`config.mk`:
```
export PLATFORM = sky130hd
export DESIGN_NAME = gray_ptr_rd_ctrl
export DESIGN_NICKNAME = d
export VERILOG_FILES = /design/src/rtl/gray_ptr_rd_ctrl.sv
export SDC_FILE = /design/constraint.sdc
export NUM_CORES = 1
export LEC_CHECK = 0
export BUFFER_PORTS_ARGS = -buffer_cell sky130_fd_sc_hd__buf_2
export CORE_ASPECT_RATIO = 0.7
export CORE_MARGIN = 3
export CORE_UTILIZATION = 50
export CTS_CLUSTER_DIAMETER = 30
export DETAILED_ROUTE_END_ITERATION = 7
export PLACE_DENSITY = 0.73
export RECOVER_POWER = 50
export SLEW_MARGIN = 25
export SYNTH_ARGS = -nofsm -noshare
export SYNTH_HDL_FRONTEND = slang
export SYNTH_SLANG_ARGS = --single-unit
```
`constraint.sdc`:
```
create_clock -name clk -period 3.3 [get_ports clk]
set_input_delay 0.495 -clock clk [delete_from_list [all_inputs] [get_ports clk]]
set_output_delay 0.495 -clock clk [all_outputs]
set_load 0.01 [all_outputs]
```
`src/rtl/gray_ptr_rd_ctrl.sv`:
```
// Read-side pointer controller for a dual-clock buffer: synchronizes the writer's
// Gray pointer, tracks the local read pointer and reports empty/level/errors.
module gray_ptr_rd_ctrl #(
  parameter int AW          = 4,
  parameter int SYNC_STAGES = 2
) (
  input  logic          clk,
  input  logic          rst_n,
  input  logic [AW:0]   wr_ptr_gray,
  input  logic          pop,
  output logic          pop_ok,
  output logic [AW-1:0] rd_addr,
  output logic [AW:0]   rd_ptr_gray,
  output logic          empty,
  output logic [AW:0]   level,
  output logic          underflow,
  output logic          ptr_err
);

  localparam logic [AW:0] DEPTH = {1'b1, {AW{1'b0}}};
  localparam logic [AW:0] ONE   = {{AW{1'b0}}, 1'b1};

  function automatic logic [AW:0] bin2gray(input logic [AW:0] b);
    return b ^ (b >> 1);
  endfunction

  function automatic logic [AW:0] gray2bin(input logic [AW:0] g);
    logic [AW:0] b;
    b[AW] = g[AW];
    for (int i = AW - 1; i >= 0; i--) begin
      b[i] = b[i+1] ^ g[i];
    end
    return b;
  endfunction

  logic [AW:0] sync_q [SYNC_STAGES];
  logic [AW:0] rd_bin;
  logic [AW:0] rd_bin_n;
  logic [AW:0] ws_n;
  logic [AW:0] wbin_n;
  logic [AW:0] lvl_n;
  logic [AW:0] hop;
  logic        do_pop;
  logic        overrun;
  logic        multi_hop;

  // Plain flop chain: no logic between stages so each stage sees a clean Gray code.
  always_ff @(posedge clk) begin
    if (!rst_n) begin
      for (int i = 0; i < SYNC_STAGES; i++) begin
        sync_q[i] <= '0;
      end
    end else begin
      sync_q[0] <= wr_ptr_gray;
      for (int i = 1; i < SYNC_STAGES; i++) begin
        sync_q[i] <= sync_q[i-1];
      end
    end
  end

  // Handshake: pop is a request; pop_ok = pop & !empty marks the accepted cycle,
  // in which the consumer reads the entry at rd_addr. A pop while empty is dropped.
  assign do_pop   = pop & ~empty;
  assign pop_ok   = do_pop;
  assign rd_bin_n = rd_bin + (do_pop ? ONE : '0);

  // Status is computed from the value entering the last stage, so empty/level
  // and the last stage always describe the same writer sample.
  assign ws_n      = sync_q[SYNC_STAGES-2];
  assign wbin_n    = gray2bin(ws_n);
  assign lvl_n     = wbin_n - rd_bin_n;
  assign overrun   = lvl_n > DEPTH;
  assign hop       = ws_n ^ sync_q[SYNC_STAGES-1];
  assign multi_hop = (hop & (hop - ONE)) != '0;

  always_ff @(posedge clk) begin
    if (!rst_n) begin
      rd_bin      <= '0;
      rd_ptr_gray <= '0;
      empty       <= 1'b1;
      level       <= '0;
      underflow   <= 1'b0;
      ptr_err     <= 1'b0;
    end else begin
      rd_bin      <= rd_bin_n;
      rd_ptr_gray <= bin2gray(rd_bin_n);
      empty       <= (bin2gray(rd_bin_n) == ws_n);
      level       <= lvl_n;
      if (pop && empty) begin
        underflow <= 1'b1;
      end
      if (overrun || multi_hop) begin
        ptr_err <= 1'b1;
      end
    end
  end

  assign rd_addr = rd_bin[AW-1:0];

endmodule

```
# == Word level (Yosys, flattened, before mapping) ==
# Memories as Yosys holds them, arrays and structs flattened.
# Cells that the tools add are included.
# totals
reg_bits,18
ram_bits,10
inputBits,8
out_inout_bits,18
n_memories,1
# memory_table
name,depth,word_bits,read_ports,rd_clocked_by_memory_dff,write_ports,line_no,source
sync_q,2,5,2,0,2,36,logic [AW:0] sync_q [SYNC_STAGES];
# op_classes
addsub,3
magnitude_cmp,1
n_eq_ne,1
n_mux,5
bitwise,11
n_reduce_logical,3
# ops
cell,n
two-way mux 5 bit,2
adder 5 x 1 -> 5 bit,1
AND 5 bit,1
equality test 5 bit,1
> comparator 5 bit (second input constant),1
nonzero test 5 bit,1
subtractor 5 x 1 -> 5 bit (second input constant),1
subtractor 5 bit,1
XOR 5 x 4 -> 5 bit,1
XOR 5 bit,1
XOR 1 bit,4
two-way mux 1 bit,3
bitwise OR 1 bit,2
AND 1 bit,1
logical AND 1 bit,1
logical OR 1 bit,1
inverter 1 bit,1

# == Logic depth before layout (Yosys ltp) ==
# depth
word_depth,7
mapped_depth,12

# == Worst setup path before layout ==
# No wires, ideal clock.
# synth_path
path_type,input to register
from,input pop
to,register ptr_err
setup_ns,0.126
arrival_ns,2.936
t_required_ns,3.174
path_slack_ns,0.237
stages,12
n_path_buf,2
cell_sequence,nor2b_1 -> ha_1 -> buf_2 -> and3b_1 -> clkbuf_1 -> nor2_1 -> ha_1 -> a21o_1 -> a2111oi_1 -> a2111oi_2 -> a211oi_1 -> nor4_2
# synth_between
elab_chain_len,6
# synth_lines
element,line_no,source
from (decl),10,"input logic pop,"
AND 1 bit,63,assign do_pop = pop & ~empty;
two-way mux 1 bit,65,assign rd_bin_n = rd_bin + (do_pop ? ONE : '0);
adder 5 x 1 -> 5 bit,65,
subtractor 5 bit,71,assign lvl_n = wbin_n - rd_bin_n;
> comparator 5 bit,72,assign overrun = lvl_n > DEPTH;
logical OR 1 bit,92,if (overrun || multi_hop) begin
to (signal assigned),83,ptr_err <= 1'b0;
to (signal assigned),93,ptr_err <= 1'b1;
to (decl),17,output logic ptr_err
# Every way passes these cells.
# A chain may end at the register's enable or synchronous reset.

==> metrics.txt <==
# TYPE chip_impl_metric gauge
chip_impl_info{name="outcome",value="finished clean"} 1
chip_impl_metric{name="synth_async_sr_flop_share",unit="%"} 0
chip_impl_metric{name="cts-root-to-sink-buffers",unit=""} 2
chip_impl_metric{name="max_slew_violation_count",unit=""} 0
chip_impl_metric{name="initial_antenna_violation_count",unit=""} 0
chip_impl_metric{name="via_count",unit=""} 1054
chip_impl_metric{name="drc_violations_left",unit=""} 0
chip_impl_metric{name="detail-route-antenna-nets",unit=""} 0
chip_impl_info{name="synth_flop_type",value="sky130_fd_sc_hd__dfxtp_1"} 1
chip_impl_metric{name="crit_path_max_fanout",unit=""} 3
chip_impl_metric{name="timing.reg2reg.worst_path_depth",unit=""} 11
chip_impl_info{name="crit_path_end_kind",value="flop"} 1
chip_impl_metric{name="switching_power_summed_over_all_nets",unit="uW"} 228
chip_impl_info{name="rsz0062_at_grt",value="no"} 1
chip_impl_metric{name="tritoncts.num_buffers",unit=""} 3
chip_impl_metric{name="hold_path_depth",unit=""} 2
chip_impl_metric{name="synth_cells",unit=""} 140
chip_impl_metric{name="layout-drive-gt1-share",unit="%"} 16.5
chip_impl_metric{name="grt_overflow_total",unit=""} 0
chip_impl_metric{name="slew-limit-headroom",unit="%"} 58.5
chip_impl_metric{name="max-cap-violations",unit=""} 0
chip_impl_metric{name="clockPowerShare",unit="%"} 24.2
chip_impl_metric{name="cts-hold-fix-buffers",unit=""} 0
chip_impl_info{name="cts_tree",value="yes"} 1
chip_impl_metric{name="syn-num-nets",unit=""} 155
chip_impl_metric{name="dieHeight",unit="um"} 50.1
chip_impl_metric{name="synth_warnings",unit=""} 0
chip_impl_metric{name="mappedNetlistArea",unit="sq um"} 1390
chip_impl_metric{name="post-route-period-util",unit="%"} 93.0
chip_impl_metric{name="syn_avg_cell_area",unit="sq um"} 9.94
chip_impl_info{name="cts_root_cell",value="sky130_fd_sc_hd__clkbuf_8"} 1
chip_impl_metric{name="grt_use_total",unit="%"} 18.0
chip_impl_metric{name="first_global_vias",unit=""} 1013
chip_impl_metric{name="hpwlAfterDp",unit="um"} 2150
chip_impl_metric{name="port_buffers",unit=""} 25
chip_impl_metric{name="n_antenna_cell",unit=""} 0
chip_impl_metric{name="die-width",unit="um"} 69.1
chip_impl_info{name="setup.worst_path.start_class",value="flop"} 1
chip_impl_metric{name="finalSetupTns",unit="ns"} 0
chip_impl_metric{name="totalWireLength",unit="um"} 2900
chip_impl_metric{name="final-hold-violation-count",unit=""} 0
chip_impl_metric{name="drt-initial-drc-count",unit=""} 60
chip_impl_metric{name="yosys_register_bits",unit=""} 27
chip_impl_metric{name="leakagePower",unit="nW"} 0.674
chip_impl_metric{name="critPathRequiredTime",unit="ns"} 3.46
chip_impl_metric{name="power.density",unit="nW/um^2"} 483
chip_impl_metric{name="gpl.final_weighted_congestion",unit=""} 0.944
chip_impl_info{name="holdCritPathClass",value="in -> reg"} 1
chip_impl_metric{name="count_of_flip_flops_with_a_built_in_enable_after_synthesis",unit=""} 0
chip_impl_metric{name="core.rowCount",unit=""} 15
chip_impl_metric{name="design.core.area",unit="sq um"} 2550
chip_impl_metric{name="global_route_wire_length_before_repair",unit="um"} 4910
chip_impl_metric{name="synthToLayoutAreaGrowth",unit="%"} 13.5
chip_impl_metric{name="yosysSeqAreaShare",unit="%"} 38.8
chip_impl_info{name="critical_path_class",value="reg -> reg"} 1
chip_impl_metric{name="post_cts_resize_count",unit=""} 0
chip_impl_metric{name="pre_antenna_drt_iters",unit=""} 7
chip_impl_metric{name="seq_power_share",unit="%"} 48.1
chip_impl_metric{name="die_outline_area",unit="sq um"} 3460
chip_impl_metric{name="achievable-frequency",unit="MHz"} 326
chip_impl_metric{name="crit_arrival",unit="ns"} 3.23
chip_impl_metric{name="worst_skew_pair.late_latency",unit="ns"} 0.27
chip_impl_metric{name="wl_per_cell",unit="um"} 14.7
chip_impl_metric{name="post-route-min-period",unit="ns"} 3.07
chip_impl_metric{name="initial_core_util",unit="%"} 54.5
chip_impl_metric{name="finish.utilization",unit="%"} 61.9
chip_impl_metric{name="clkSlewWorstSetupHoldPaths",unit="ns"} 0.08
chip_impl_metric{name="skew",unit="ns"} 0.00169
chip_impl_metric{name="internal_power_component",unit="uW"} 535
chip_impl_metric{name="cts.sink_count",unit=""} 27
chip_impl_metric{name="avgViaCountPerCell",unit=""} 5.32
chip_impl_metric{name="maximum_number_of_pins_on_one_net_before_global_route_repair",unit=""} 18
chip_impl_metric{name="top_level_ports",unit=""} 26
chip_impl_metric{name="netSwitchingFraction",unit="%"} 29.9
chip_impl_metric{name="layout.nets",unit=""} 180
chip_impl_metric{name="synthDistinctLibCells",unit=""} 41
chip_impl_metric{name="combPwrFrac",unit="%"} 27.7
chip_impl_metric{name="htree_levels",unit=""} 1
chip_impl_metric{name="setup_viol_count_final",unit=""} 0
chip_impl_metric{name="worst-slew-pin-transition",unit="ns"} 0.622
chip_impl_metric{name="cts.repair_timing.setup_buffer_count",unit=""} 0
chip_impl_metric{name="vdd.ir_drop.worst",unit="mV"} 0.348
final cells by class:
type / instances / area [sq um]
fill: 228 / 973
multi-input combinational: 99 / 795
sequential: 27 / 541
timing repair buffer: 28 / 134
clock buffer: 4 / 45.0
tap: 34 / 42.5
inverter: 6 / 22.5
synth_stat cells (2+ instances only):
| master | number | share of area [%] |
|---|---|---|
| sky130_fd_sc_hd__a21oi_1 | 3 | 1.1 |
| sky130_fd_sc_hd__and2_1 | 14 | 6.3 |
| sky130_fd_sc_hd__buf_2 | 3 | 1.1 |
| sky130_fd_sc_hd__clkbuf_1 | 5 | 1.3 |
| sky130_fd_sc_hd__dfxtp_1 | 27 | 39 |
| sky130_fd_sc_hd__ha_1 | 6 | 5.4 |
| sky130_fd_sc_hd__inv_1 | 6 | 1.6 |
| sky130_fd_sc_hd__nand2_1 | 7 | 1.9 |
| sky130_fd_sc_hd__nand3b_1 | 2 | 1.1 |
| sky130_fd_sc_hd__nor2_1 | 12 | 3.2 |
| sky130_fd_sc_hd__nor2b_1 | 2 | 0.90 |
| sky130_fd_sc_hd__nor3_1 | 2 | 0.72 |
| sky130_fd_sc_hd__nor4_1 | 3 | 1.3 |
| sky130_fd_sc_hd__o2111a_1 | 2 | 1.6 |
| sky130_fd_sc_hd__xnor2_1 | 13 | 8.2 |
| sky130_fd_sc_hd__xor2_1 | 8 | 5.0 |
cell usage in the layout, fill, tap and decap left out, types with 2 or more instances in the layout:
cell type	instances
sky130_fd_sc_hd__nor3_1	2
sky130_fd_sc_hd__clkbuf_8	3
sky130_fd_sc_hd__xnor2_1	13
sky130_fd_sc_hd__nor2_1	12
sky130_fd_sc_hd__buf_2	14
sky130_fd_sc_hd__ha_1	6
sky130_fd_sc_hd__and2_1	9
sky130_fd_sc_hd__dfxtp_1	27
sky130_fd_sc_hd__inv_1	6
sky130_fd_sc_hd__clkbuf_1	12
sky130_fd_sc_hd__nor4_1	3
sky130_fd_sc_hd__buf_4	3
sky130_fd_sc_hd__xor2_1	8
sky130_fd_sc_hd__nand3b_1	2
sky130_fd_sc_hd__nand2_1	7
sky130_fd_sc_hd__a21oi_1	3
sky130_fd_sc_hd__o2111a_1	2
sky130_fd_sc_hd__and2_0	5
sky130_fd_sc_hd__nor2b_1	2
sequential cells by signal, summed over array words and instances (netlist names):
name	flops
sync_q	10
level	5
rd_ptr_gray	5
rd_bin	4
empty	1
ptr_err	1
underflow	1
layer usage:
metal  GRT usage, %  up-vias  share of wire (%)
met4           8.77        0                2.1
li1               -      522                  -
met5              0        -                  0
met3           6.20        9                5.0
met1           22.5      491                 47
met2           27.8       32                 45
critical path, stage by stage (launching register included):
cell,delay (ns)
sky130_fd_sc_hd__dfxtp_1,0.35
sky130_fd_sc_hd__xor3_2,0.46
sky130_fd_sc_hd__xor2_1,0.34
sky130_fd_sc_hd__xnor2_1,0.17
sky130_fd_sc_hd__ha_1,0.20
sky130_fd_sc_hd__inv_1,0.07
sky130_fd_sc_hd__fa_1,0.46
sky130_fd_sc_hd__xor2_1,0.21
sky130_fd_sc_hd__nor3b_1,0.29
sky130_fd_sc_hd__nand2_1,0.08
sky130_fd_sc_hd__a211oi_1,0.23
sky130_fd_sc_hd__nor4_2,0.08
power groups by stage:
stage | Clock [mW] | Sequential (mW) | Combinational (mW)
2_1_floorplan | 0 | 0.383 | 0.139
3_3_place_gp | 0 | 0.373 | 0.205
3_5_place_dp | 0 | 0.374 | 0.211
4_1_cts | 0.194 | 0.367 | 0.215
5_1_grt | 0.210 | 0.371 | 0.233
6_report | 0.185 | 0.367 | 0.211
cells by family after synthesis:
family | Yosys count | share of synthesized area [%]
muxes | 1 | 0.719
xor gates and xnor gates | 23 | 16.7
and+or+nand+nor | 50 | 20.1
DFF | 27 | 38.8
buffers and inverters | 14 | 4.05
adders and majority gates | 8 | 7.55
AOI/OAI and AO/OA | 17 | 12.0
stage by stage:
step / instance area (sq um) / hold slack, ns / total power, mW / instances / setup slack, ns
floorplan: 1390 / 0.502 / 0.523 / 140 / 0.237
global placement: 1550 / 0.442 / 0.577 / 194 / 0.254
detailed placement: 1550 / 0.458 / 0.585 / 194 / 0.0604
CTS: 1590 / 0.414 / 0.776 / 198 / 0.243
global route: 1580 / 0.421 / 0.814 / 198 / 0.0338
finish: 1580 / 0.421 / 0.763 / 198 / 0.230
path summary, 6_finish.rpt:
kind             startpoint           end  slack, ns
max            sync_q[0][4]       ptr_err       0.23
min          wr_ptr_gray[0]  sync_q[0][0]       0.42
max reg2reg    sync_q[0][4]       ptr_err       0.23
min reg2reg       underflow     underflow       0.48
(Power assumes the default switching activity.)
